$ cat src/rtl/v_pkg.sv
// Shared types for the SRAM scan checker.
// Scan FSM state encoding is one-hot so each state bit doubles as a
// direct decode for the corresponding output/phase.
package v_pkg;

  typedef enum logic [3:0] {
    S_IDLE  = 4'b0001,
    S_ISSUE = 4'b0010,
    S_DRAIN = 4'b0100,
    S_DONE  = 4'b1000
  } v_scan_state_t;

endpackage

$ cat src/rtl/v_scan_pipe.sv
// Read-tracking delay line for v_scan.
// Follows each accepted SRAM read through RD_LAT stages so its address
// emerges on the same cycle as the returned data.
// Ports:
//   clk, rst   clock, synchronous active-high reset (clears valids only)
//   flush      synchronous kill of every in-flight read
//   acc        a read was accepted this cycle
//   acc_addr   address of that read
//   out_vld    returned data on i_scan_rdata belongs to a tracked read
//   out_addr   address of that read
//   pending    a read is still in flight behind the output stage
module v_scan_pipe #(
  parameter int RD_LAT = 1,
  parameter int AW     = 4
) (
  input  logic          clk,
  input  logic          rst,
  input  logic          flush,
  input  logic          acc,
  input  logic [AW-1:0] acc_addr,
  output logic          out_vld,
  output logic [AW-1:0] out_addr,
  output logic          pending
);

  localparam logic [RD_LAT-1:0] LAST_MASK = RD_LAT'(1) << (RD_LAT - 1);

  logic [RD_LAT-1:0] vld_p;
  logic [AW-1:0]     addr_p [RD_LAT];

  always_ff @(posedge clk) begin
    if (rst || flush) begin
      vld_p <= '0;
    end else begin
      vld_p[0] <= acc;
      for (int k = 1; k < RD_LAT; k++) vld_p[k] <= vld_p[k-1];
    end
  end

  always_ff @(posedge clk) begin
    addr_p[0] <= acc_addr;
    for (int k = 1; k < RD_LAT; k++) addr_p[k] <= addr_p[k-1];
  end

  assign out_vld  = vld_p[RD_LAT-1];
  assign out_addr = addr_p[RD_LAT-1];
  // The output stage is being compared this cycle, so it does not count
  // as outstanding work when deciding whether the drain can finish.
  assign pending  = |(vld_p & ~LAST_MASK);

endmodule

$ cat src/rtl/v_scan.sv
// SRAM read-side scan checker.
// Sweeps all N words through a shared, arbitrated read port and compares
// each returned word with a latched expected value. Reports pass/fail,
// mismatch count and first mismatching address.
// Ports:
//   clk, rst          clock, synchronous active-high reset
//   o_scan_ren_r      read request (held until granted)
//   o_scan_raddr_r    read address
//   i_scan_rgnt       read accepted this cycle
//   i_scan_rdata      read data, RD_LAT cycles after accept
//   i_start           start/restart pulse, i_expect sampled with it
//   o_busy_r          scan in progress (ISSUE/DRAIN)
//   o_done_r          one-cycle completion pulse
//   o_pass_r          no mismatches in the last completed scan
//   o_err_cnt_r       mismatch count
//   o_err_addr_r      first mismatching address (0 if none)
module v_scan
  import v_pkg::*;
#(
  parameter int N      = 16,
  parameter int W      = 32,
  parameter int RD_LAT = 1
) (
  input  logic                   clk,
  input  logic                   rst,
  output logic                   o_scan_ren_r,
  output logic [$clog2(N)-1:0]   o_scan_raddr_r,
  input  logic                   i_scan_rgnt,
  input  logic [W-1:0]           i_scan_rdata,
  input  logic                   i_start,
  input  logic [W-1:0]           i_expect,
  output logic                   o_busy_r,
  output logic                   o_done_r,
  output logic                   o_pass_r,
  output logic [$clog2(N+1)-1:0] o_err_cnt_r,
  output logic [$clog2(N)-1:0]   o_err_addr_r
);

  localparam int AW = $clog2(N);
  localparam int CW = $clog2(N+1);

  v_scan_state_t state, state_nxt;
  logic [W-1:0]  expect_q;
  logic          acc, last_acc;
  logic          out_vld, pending, cmp_err;
  logic [AW-1:0] out_addr;

  assign o_scan_ren_r = (state == S_ISSUE);
  assign o_busy_r     = (state == S_ISSUE) || (state == S_DRAIN);
  assign o_done_r     = (state == S_DONE);

  assign acc      = o_scan_ren_r && i_scan_rgnt;
  assign last_acc = acc && (o_scan_raddr_r == AW'(N - 1));

  // Issue -> return boundary: accepted reads tracked until data emerges.
  v_scan_pipe #(.RD_LAT(RD_LAT), .AW(AW)) u_pipe (
    .clk      (clk),
    .rst      (rst),
    .flush    (i_start),
    .acc      (acc),
    .acc_addr (o_scan_raddr_r),
    .out_vld  (out_vld),
    .out_addr (out_addr),
    .pending  (pending)
  );

  // Return -> compare boundary.
  assign cmp_err = out_vld && (i_scan_rdata != expect_q);

  always_comb begin
    state_nxt = state;
    case (state)
      S_IDLE:  state_nxt = S_IDLE;
      S_ISSUE: if (last_acc) state_nxt = S_DRAIN;
      S_DRAIN: if (!pending) state_nxt = S_DONE;
      S_DONE:  state_nxt = S_IDLE;
      default: state_nxt = S_IDLE;
    endcase
    if (i_start) state_nxt = S_ISSUE;
  end

  always_ff @(posedge clk) begin
    if (rst) begin
      state          <= S_IDLE;
      o_scan_raddr_r <= '0;
      o_err_cnt_r    <= '0;
      o_err_addr_r   <= '0;
      o_pass_r       <= 1'b0;
    end else begin
      state <= state_nxt;
      if (i_start) begin
        o_scan_raddr_r <= '0;
        o_err_cnt_r    <= '0;
        o_err_addr_r   <= '0;
        o_pass_r       <= 1'b0;
      end else begin
        // Address parks on N-1 after the final accept.
        if (acc && !last_acc) o_scan_raddr_r <= o_scan_raddr_r + AW'(1);
        if (cmp_err) begin
          o_err_cnt_r <= o_err_cnt_r + CW'(1);
          if (o_err_cnt_r == '0) o_err_addr_r <= out_addr;
        end
        // The final compare may land on the same edge as entry to DONE,
        // so pass must account for it to be valid during the done pulse.
        if (state_nxt == S_DONE) o_pass_r <= (o_err_cnt_r == '0) && !cmp_err;
      end
    end
  end

  always_ff @(posedge clk) begin
    if (i_start) expect_q <= i_expect;
  end

endmodule

$ cat config.mk
export PLATFORM = sky130hd
export DESIGN_NAME = v_scan
export DESIGN_NICKNAME = d
export VERILOG_FILES = /design/src/rtl/v_pkg.sv /design/src/rtl/v_scan_pipe.sv /design/src/rtl/v_scan.sv
export SDC_FILE = /design/constraint.sdc
export NUM_CORES = 1
export LEC_CHECK = 0
export CORE_MARGIN = 3
export CORE_UTILIZATION = 47
export CTS_CLUSTER_DIAMETER = 200
export DETAILED_ROUTE_END_ITERATION = 10
export PLACE_DENSITY = 0.84
export SETUP_SLACK_MARGIN = 0.2
export SYNTH_ARGS = -nofsm -noshare
export SYNTH_HDL_FRONTEND = slang
export SYNTH_HIERARCHICAL = 1
export SYNTH_SLANG_ARGS = --single-unit
export TNS_END_PERCENT = 10
$ cat constraint.sdc
create_clock -name clk -period 2.8 [get_ports clk]
set_input_delay 0.42 -clock clk [delete_from_list [all_inputs] [get_ports clk]]
set_output_delay 0.42 -clock clk [all_outputs]
set_load 0.005 [all_outputs]
==> run summary <==
Synthesis
* compound-gate portion of the synthesized area: 4.89%
* mapped cell area: 2300 sq um
* Synth Net Count: 251
* adder and majority cell fraction of the synthesized area: 1.63%
* EDFF count, synth: 32
* mean cell area of the mapped netlist: 12.8 sq um
* fraction of synthesized area in multiplexers: 3.04%
* dominant combinational cell family by area after synthesis: simple AND/OR/NAND/NOR gates
* total of warnings raised by yosys: 6
* share of synthesized cell area in and, or, nand and nor gates: 14.5%
* post-synthesis instance total: 180
* number of synthesized register bits: 55
* most area-consuming cells after synthesis: edfxtp_1 (42%), dfxtp_1 (20%), xnor2_1 (13%)
* post-synthesis xor/xnor area fraction: 12.9%
* number of distinct library cells after synthesis: 30
* Synth async-reset ratio: 0%
* top cell type's share of synthesized area: 41.7%
* fraction of the yosys area taken by sequential cells: 61.7%
* Yosys top cell by area: edfxtp_1
* Top FF cell, synth: edfxtp_1

Power and ir drop
* clock share of power: 30.0%
* Pwr per Cell Area: 474 nW/um^2
* switching power share of the total: 20.4%
* total power draw: 1.58 mW
* combinational share of power: 12.1%
* Leak: 1.11 nW
* VDD IR-drop max: 258 uV
* Internal Dissipation: 1.26 mW
* Switch Pwr: 0.323 mW
* fraction of power consumed by sequential logic: 58.0%

Critical path
* endpoint arrival time on the critical path: 1640 ps
* worst-path fanout max: 4
* critical-path cell with the highest stage delay: clkdlybuf4s50_1
* data required time at the worst endpoint: 2380 ps
* largest delay contributor family on the critical path: buffers and inverters
* depth of the critical timing path with buffers and inverters included: 2
* startpoint class of the critical path: flop
* CP peak stage delay: 580 ps
* Reg2Reg Depth: 5
* ordered list of cells on the worst path: nor4b_2 -> clkdlybuf4s50_1
* Buffers & Inverters on Critical Path: 1
* Critical Path End Type: output port
* critical path class: reg -> out

Detailed routing
* vias after detailed routing: 1,635
* total DRC errors in the routed layout: 0
* drt first pass iters: 4
* mean routed wirelength per cell: 14.5 um
* final antenna-violating net count: 0
* wire length reported by the detailed router: 4880 um
* average vias per placed instance: 4.87
* violation count after the first detailed-routing iteration: 54

Clock network
* H-tree Lvls: 2
* CTS tree: built
* Inserted Clock Buffers: 5
* Resize count post-CTS: 0
* Worst-path clk slew: 100 ps
* clock sink total: 55
* number of buffers on the longest clock path: 2
* insertion delay to the later sink of the worst-skew pair: 300 ps
* Root Driver: clkbuf_8
* quantity of hold-fixing buffers added after cts: 0
* buffers inserted by post-CTS timing repair: 0

Min path
* Worst Hold Class: reg -> reg
* number of stages on the worst hold path: 0

Global routing
* antenna violations before repair: 0
* number of global-route vias before repair: 1,734
* total routing usage reported by global routing: 18.1%
* wire length of the first global-routing pass: 8340 um
* maximum number of pins on one net before global-route repair: 34
* total congestion overflow after global routing: 0

Timing
* time the worst path needs with I/O delays and setup: 2060 ps
* Max Clock Freq: 486 MHz
* Total Negative Setup Slacks: 0 ps
* Worst Clk Skew: 6.17 ps
* final hold viol count: 0
* final count of negative-setup-slack endpoints: 0
* number of max-slew violations in the final report: 0
* ratio of final minimum period to clock period: 73.4%
* unrepaired setup endpoints after global routing: false
* worst hold slack: 415 ps
* post-route setup slack: 744 ps

Cells and area
* final net count: 341
* final standard cell area without fillers: 3330 sq um
* Non-Filler Instances: 336
* antenna cell count: 0
* proportion of layout cells with a drive suffix above 1: 6.27%
* combined area of the multi-input logic cells: 857 sq um
* sequential cell area: 1420 sq um
* total of fill cells in the finished design: 336
* final core occ: 73.5%
* layout overhead on the synthesized area: 44.7%

Placement
* Post-DP HPWL: 3880 um
* cell total after placement: 328
* RePlAce Congestion: 0.791
* number of port buffers: 84
* Placed Instance Area: 3230 sq um
* worst setup slack after placement: 528 ps

Outcome
* result of the run: finished, final reports clean

Floorplanning
* horizontal die dimension: 76.0 um
* number of rows created at floorplan: 24
* boundary pin count: 85
* core area: 4530 sq um
* initial cell density of the core: 50.8%
* die height: 76.0 um
* Die ar.: 5780 sq um

Run
* number of maximum-capacitance constraint violations: 0

## synthesized netlist by cell type (3+ instances only)
cell type	number
a21oi_1	8
dfxtp_1	23
edfxtp_1	32
ha_1	3
inv_1	3
mux2i_1	7
nand2_1	22
nand3_1	4
nand4_1	11
nor2_1	5
nor3_1	3
nor4b_1	3
o21ai_0	3
xnor2_1	33
## area by class of cell
cell class | count | area share, %
clock buffer | 6 | 2.81
multi-input combinational | 119 | 25.7
sequential | 55 | 42.6
timing repair buffer | 86 | 25.7
inverter | 3 | 0.338
tap | 65 | 2.44
clock inverter | 2 | 0.413
## power by group through the flow
stage	Clock (mW)	Combinational [mW]	Sequential (mW)
after floorplan	0	0.0710	0.932
after CTS	0.491	0.193	0.917
final	0.474	0.191	0.917
after global routing	0.529	0.206	0.922
after detailed placement	0	0.192	0.936
after global placement	0	0.187	0.934
## cells by family (layout without fill, tap and decap cells)
| kind of cell | after synthesis | count (layout) |
|---|---|---|
| other cells | 1 | 1 |
| xor+xnor | 34 | 34 |
| fa+ha+maj | 3 | 3 |
| mux | 7 | 7 |
| simple gates | 57 | 57 |
| flops | 55 | 55 |
| compound gates | 17 | 17 |
| buf+inv | 6 | 97 |
## state kept, by name, summed over array words and instances, names as in the netlist
name / count
o_err_addr_r: 4
o_scan_raddr_r: 4
u_pipe/addr_p: 4
expect_q: 32
o_err_cnt_r: 5
o_pass_r: 1
state: 4
u_pipe/out_vld: 1
## metal layers
| metal | routed length (um) | track usage (%) | part of all wire (%) | up-vias |
|---|---|---|---|---|
| met2 | 2460 | 32.5 | 50 | 65 |
| li1 | - | - | - | 823 |
| met5 | 0 | 0 | 0 | - |
| met1 | 2070 | 21.0 | 42 | 743 |
| met3 | 305 | 5.67 | 6.2 | 4 |
| met4 | 51 | 4.89 | 1.0 | 0 |
## layout by cell type, fill, tap and decap left out, types with 2 or more instances in the layout
| cell type | netlist | layout |
|---|---|---|
| clkdlybuf4s50_1 | 0 | 84 |
| xnor2_1 | 33 | 33 |
| edfxtp_1 | 32 | 32 |
| dfxtp_1 | 23 | 23 |
| nand2_1 | 22 | 22 |
| nand4_1 | 11 | 11 |
| a21oi_1 | 8 | 8 |
| mux2i_1 | 7 | 7 |
| nor2_1 | 5 | 5 |
| clkbuf_8 | 0 | 5 |
| nand3_1 | 4 | 4 |
| inv_1 | 3 | 3 |
| nor3_1 | 3 | 3 |
| nor4b_1 | 3 | 3 |
| o21ai_0 | 3 | 3 |
| ha_1 | 3 | 3 |
| nor4_4 | 2 | 2 |
| a2111o_1 | 2 | 2 |
| or3_1 | 2 | 2 |
| buf_4 | 1 | 2 |
## path summary, 6_finish.rpt
kind,to,slack [ps],start
max,o_scan_ren_r,740,state[2]
min,u_pipe/addr_p[0][1],420,o_scan_raddr_r[1]
min reg2reg,u_pipe/addr_p[0][1],420,o_scan_raddr_r[1]
max reg2reg,o_pass_r,970,expect_q[21]
No activity file was read; power rests on OpenSTA's default activity.
